File: src/rtl/pipeline_stall_ctrl.sv
// Stall, flush and freeze control for the 5-stage pipeline.
// Handles load-use hazards, taken-branch squashes and multicycle MULT/DIV freezes.
module pipeline_stall_ctrl #(
   parameter int MULT_CYCLES = 4,
   parameter int DIV_CYCLES  = 32,
   parameter int CNT_W       = 6
) (
   input  logic       Clk,
   input  logic       Rst_n,
   input  logic [4:0] id_rs,
   input  logic [4:0] id_rt,
   input  logic       id_uses_rt,
   input  logic [4:0] ex_rt,
   input  logic       ex_mem_read,
   input  logic       branch_taken,
   input  logic       md_start,
   input  logic       md_is_div,
   output logic       pc_en,
   output logic       ifid_en,
   output logic       idex_en,
   output logic       exmem_en,
   output logic       ifid_flush,
   output logic       idex_flush,
   output logic       md_busy,
   output logic       md_done
);

   typedef enum logic {RUN, MD_BUSY} state_e;

   localparam logic [CNT_W-1:0] MULT_LD = CNT_W'(MULT_CYCLES - 1);
   localparam logic [CNT_W-1:0] DIV_LD  = CNT_W'(DIV_CYCLES - 1);

   state_e           state_q, state_d;
   logic [CNT_W-1:0] cnt_q, cnt_d;
   logic             live_q, live_d;
   logic             hazard;

   assign hazard = ex_mem_read & (ex_rt != 5'd0) &
                   ((ex_rt == id_rs) | (id_uses_rt & (ex_rt == id_rt)));

   // live_q keeps every enable low until the first edge after reset release
   assign live_d = 1'b1;

   always_comb begin
      state_d    = state_q;
      cnt_d      = cnt_q;
      pc_en      = 1'b0;
      ifid_en    = 1'b0;
      idex_en    = 1'b0;
      exmem_en   = 1'b0;
      ifid_flush = 1'b0;
      idex_flush = 1'b0;
      md_busy    = 1'b0;
      md_done    = 1'b0;
      unique case (state_q)
         RUN: begin
            if (live_q) begin
               idex_en  = 1'b1;
               exmem_en = 1'b1;
               if (branch_taken) begin
                  pc_en      = 1'b1;
                  ifid_en    = 1'b1;
                  ifid_flush = 1'b1;
                  idex_flush = 1'b1;
               end else if (md_start) begin
                  pc_en   = 1'b1;
                  ifid_en = 1'b1;
                  state_d = MD_BUSY;
                  cnt_d   = md_is_div ? DIV_LD : MULT_LD;
               end else if (hazard) begin
                  idex_flush = 1'b1;
               end else begin
                  pc_en   = 1'b1;
                  ifid_en = 1'b1;
               end
            end
         end
         MD_BUSY: begin
            md_busy = 1'b1;
            if (cnt_q == '0) begin
               md_done = 1'b1;
               state_d = RUN;
            end else begin
               cnt_d = cnt_q - 1'b1;
            end
         end
      endcase
   end

   always_ff @(posedge Clk or negedge Rst_n) begin
      if (!Rst_n) begin
         state_q <= RUN;
         cnt_q   <= '0;
         live_q  <= 1'b0;
      end else begin
         state_q <= state_d;
         cnt_q   <= cnt_d;
         live_q  <= live_d;
      end
   end

endmodule
File: config.mk
export PLATFORM = sky130hd
export DESIGN_NAME = pipeline_stall_ctrl
export DESIGN_NICKNAME = d
export VERILOG_FILES = /design/src/rtl/pipeline_stall_ctrl.sv
export SDC_FILE = /design/constraint.sdc
export NUM_CORES = 1
export LEC_CHECK = 0
export BUFFER_PORTS_ARGS = -buffer_cell sky130_fd_sc_hd__buf_2
export CORE_MARGIN = 2
export CORE_UTILIZATION = 25
export DETAILED_ROUTE_END_ITERATION = 8
export GPL_ROUTABILITY_DRIVEN = 0
export PLACE_DENSITY = 0.57
export SETUP_SLACK_MARGIN = 0.05
export SYNTH_ARGS = -nofsm -noshare
export SYNTH_HDL_FRONTEND = slang
export SYNTH_SLANG_ARGS = --single-unit
File: constraint.sdc
create_clock -name Clk -period 1.85 [get_ports Clk]
set_input_delay 0.0925 -clock Clk [delete_from_list [all_inputs] [get_ports Clk]]
set_output_delay 0.0925 -clock Clk [all_outputs]
set_load 0.005 [all_outputs]
---- Word level (Yosys, flattened, before mapping) ----
Index checks and enable logic that the tools add are counted.
word-level totals
  flip-flop bits (word level) ............. 8
  input port bits ......................... 22
  output and inout bits ................... 8
  word-level logic and storage cells ...... 47
cells by class
  add/subtract/negate cells ............... 1
  equality and inequality tests ........... 6
  mux-type cells .......................... 29
  bitwise logic cells ..................... 5
  reduce and logical (&&, ||, !) cells .... 3
operator list
  kind                                                                 number
  6-bit two-way mux                                                    4
  1-bit two-way mux                                                    22
  6-bit case mux with 2 select lines                                   1
  5-bit equality test                                                  2
  2-bit inequality test (second input constant)                        4
  6-bit logical NOT                                                    1
  6-bit by 1-bit subtractor with 6-bit output (second input constant)  1
  5-bit two-way mux                                                    1
  5-bit nonzero test                                                   1
  4-bit AND reduction                                                  1
  1-bit AND                                                            3
  1-bit case mux with 2 select lines                                   1
  1-bit NOT                                                            1
  1-bit bitwise OR                                                     1

---- Logic depth before layout (Yosys ltp) ----
  word-level depth ........................ 9
  mapped depth ............................ 6
  gate-level depth less buffers ........... 6

---- Worst setup path after synthesis ----
OpenSTA, ideal clock, no wires.
  path kind ............................... register -> register
  start ................................... register cnt_q[0]
  end ..................................... register cnt_q[3]
  library setup time ...................... 0.124 ns
  arrival time ............................ 1.598 ns
  setup slack ............................. 0.128 ns
  stages on the path, launching flop included .. 7
  cell sequence ........................... dfrtp_1 > inv_1 > ha_1 > or3b_4 > o31ai_4 > o21ai_1 > a211o_1
on the way
  longest elaborated chain between the ends .. 3
ends and longest elaborated chain
  item                                                                                     RTL line  text
  from (decl)                                                                              34        logic [CNT_W-1:0] cnt_q, cnt_d;
  from (signal assigned)                                                                   97        cnt_q <= cnt_d;
  6-bit by 1-bit subtractor with 6-bit output / 6-bit logical NOT (equally long branches)  84, 80
  6-bit two-way mux / 2-bit inequality test (equally long branches)                        -
  6-bit case mux with 2 select lines / 4-bit AND reduction (equally long branches)         -
Parallel ways exist; a longest one is shown, timed or not. The select of a mux whose other input is x is not followed.
A chain may end at the register's enable or synchronous reset.

---- Worst setup path after layout ----
  start ................................... register cnt_q[0]
  end ..................................... output port md_done
on the way
  longest elaborated chain between the ends .. 3
ends and longest elaborated chain
  item               RTL line  text
  6-bit logical NOT  80        if (cnt_q == '0) begin
  1-bit two-way mux  80
  1-bit two-way mux  55        unique case (state_q)
  to (decl)          25        output logic md_done
No other way between the ends.

==> results.txt <==
Status -> finished, final reports clean
Critical path type -> reg -> out
RR Startpoint -> cnt_q[0]
Post-DRT Antenna Nets -> 0
Post-DP HPWL -> 1250 um
DR vias -> 644
Pwr dens -> 1220 nW/um^2
Worst R2R End -> cnt_q[3]
Synth top area cells -> dfrtp_1, xor2_1, o31ai_4
Count of final setup violators -> 0
Ys Warns -> 0
Worst Clk Skew -> 0.00535 ns
Post-DR vias/cell -> 4.81
Critical path launch point type -> register
Initial DRC count -> 11
Leakage power -> 0.000417 uW
DRT Pass-1 Iters -> 4
Fin crit period -> 1.79 ns
FMAX -> 0.559 GHz
RSZ-0062 raised after global routing -> yes
Max VDD drop -> 0.000613 V
Total track usage -> 12.0%
Die ar. -> 2940 sq um
Initial Utilization -> 25.9%
Final worst slack -> 0.0597 ns
Hold Vio Cnt, Final -> 0
Post-Route WL -> 1580 um
Required @ worst endpoint -> 1.76 ns
Critical Path End -> md_done
Total grt overflow -> 0
# diodes -> 0
IO buf count -> 29
Number of top-level pins -> 30
GRT met2 Usage -> 22.3%
Max Slew Vio Count -> 0
Worst Setup End Kind -> output pin
CP Max Fanout -> 4
Fraction of registers with async set/reset -> 100%
Syn Nets -> 92
Die span in x -> 54.2 um
Dpl cell area -> 817 sq um
R2R depth -> 6
Core area -> 2430 sq um
Post-synth EDFFs -> 0
HP Class -> in -> async
Post-route DRC -> 0
First-pass GRT wire length -> 2550 um
Reg clk slew, reported paths -> 0.06 ns
Max-cap check violation count -> 0
Flops & latches, synth -> 8
Pre-CTS setup slack -> 0.0934 ns
Syn avg cell area -> 9.14 sq um
WP data arrival -> 1.70 ns
Placed Cells -> 128
Post-synth top cells -> xor2_1, dfrtp_1, nor2_1
R2R setup slack -> 0.09 ns
Fin area -> 882 sq um
Synth cell types -> 35
CTS tree -> yes
Yosys top cell by area -> dfrtp_1
WL per Instance -> 11.8 um
Met3 usage -> 2.19%
TritonCTS buffer count -> 3
Antenna violations before repair -> 0
Reg area -> 200 sq um
Post-synthesis cell area -> 631 sq um
CTS Root Cell -> clkbuf_4
Sink Count -> 8
Nets -> 129
Dominant synthesized flop cell -> dfrtp_1
Clk buf depth -> 2
Smallest hold slack -> 0.207 ns
Layout area overhead -> 39.9%
Fin crit share -> 96.8%
Top-count cell post-synth -> xor2_1
Met1 GRT Util -> 12.9%
Sequential element share of the synthesized area -> 31.7%
Non-Filler Instances -> 134
Pwr Total -> 1070 uW
Worst setup startpoint -> cnt_q[0]
FP Rows -> 18
Die H -> 54.2 um
Multi-input gate area -> 422 sq um
Largest net degree at the start of global routing -> 10
Cells after Synth -> 69
Post-synth top area share -> 31.7%
Clk_lat worst skew -> 0.25 ns
H-tree depth -> 1
FILL cells -> 268
Vias in the first global route -> 651
GRT Max-Usage Layer -> met2
Share of cells above drive strength 1 -> 40.4%
==> report_power, final <==
part | leakage [uW] | switching (uW) | internal (uW)
Sequential | 0.0000991 | 107 | 251
Combinational | 0.000305 | 267 | 310
Clock | 0.0000138 | 64.4 | 74.6
==> repair_timing <==
item | CTS | global route
resized for setup | 1 | 2
pin swaps | 0 | 0
hold buffers | 1 | 0
hold endpoints to repair | 8 | 0
setup endpoints to repair | 1 | 2
setup buffers | 2 | 0
==> state kept, by name, summed over array words and instances (netlist names) <==
register and count:
live_q 1, cnt_q 6, state_q 1
==> worst min-delay path by stage <==
stage / startpoint / to / slack [ns] / cells past startpoint
3_3_place_gp: Rst_n / cnt_q[0] / -0.05 / 1
2_1_floorplan: Rst_n / cnt_q[0] / -0.20 / 0
3_5_place_dp: Rst_n / cnt_q[5] / -0.05 / 1
5_1_grt: Rst_n / cnt_q[5] / 0.22 / 2
4_1_cts: Rst_n / cnt_q[5] / 0.20 / 2
6_report: Rst_n / cnt_q[5] / 0.21 / 2
==> final cells by class <==
| cell class | count | share of cell area, % |
|---|---|---|
| timing repair buffer | 35 | 21.8 |
| tap | 30 | 4.26 |
| inverter | 2 | 0.851 |
| clock buffer | 3 | 2.55 |
| sequential | 8 | 22.7 |
| multi-input combinational | 56 | 47.8 |
==> layer usage <==
layer / vias to the layer above / part of all wire [%]
li1: 318 / -
met1: 298 / 38
met2: 26 / 51
met3: 2 / 10
met4: 0 / 0.44
met5: - / 0
==> critical path, stage by stage, from the launching register on <==
cell,delay (ns)
dfrtp_1,0.39
inv_1,0.07
ha_2,0.18
or3b_4,0.42
nor4b_4,0.22
buf_2,0.15
==> placed cells by master (no fill, tap or decap), types with 2 or more instances in the layout <==
cell type	count
a21oi_1	3
dfrtp_1	8
clkbuf_4	3
nor2_1	5
nand2b_1	3
buf_2	29
inv_1	2
nand2_1	2
nor3_1	4
buf_4	5
o21ai_0	3
xor2_1	11
and2_1	2
==> through the flow <==
step | utilization [%] | TNS [ns]
final | 36.3 | 0
after global routing | 36.3 | -0.0529
after CTS | 35.8 | 0
after detailed placement | 33.6 | 0
after global placement | 33.6 | 0
after floorplan | - | 0
==> cell families after synthesis <==
logic type	share of synthesized area [%]
fa+ha+maj	1.98
compound gates	19.6
simple gates	25.2
xor+xnor	16.7
flops	31.7
other cells	0.595
buf+inv	4.17
Note: power is estimated with default switching activity, not from simulation.
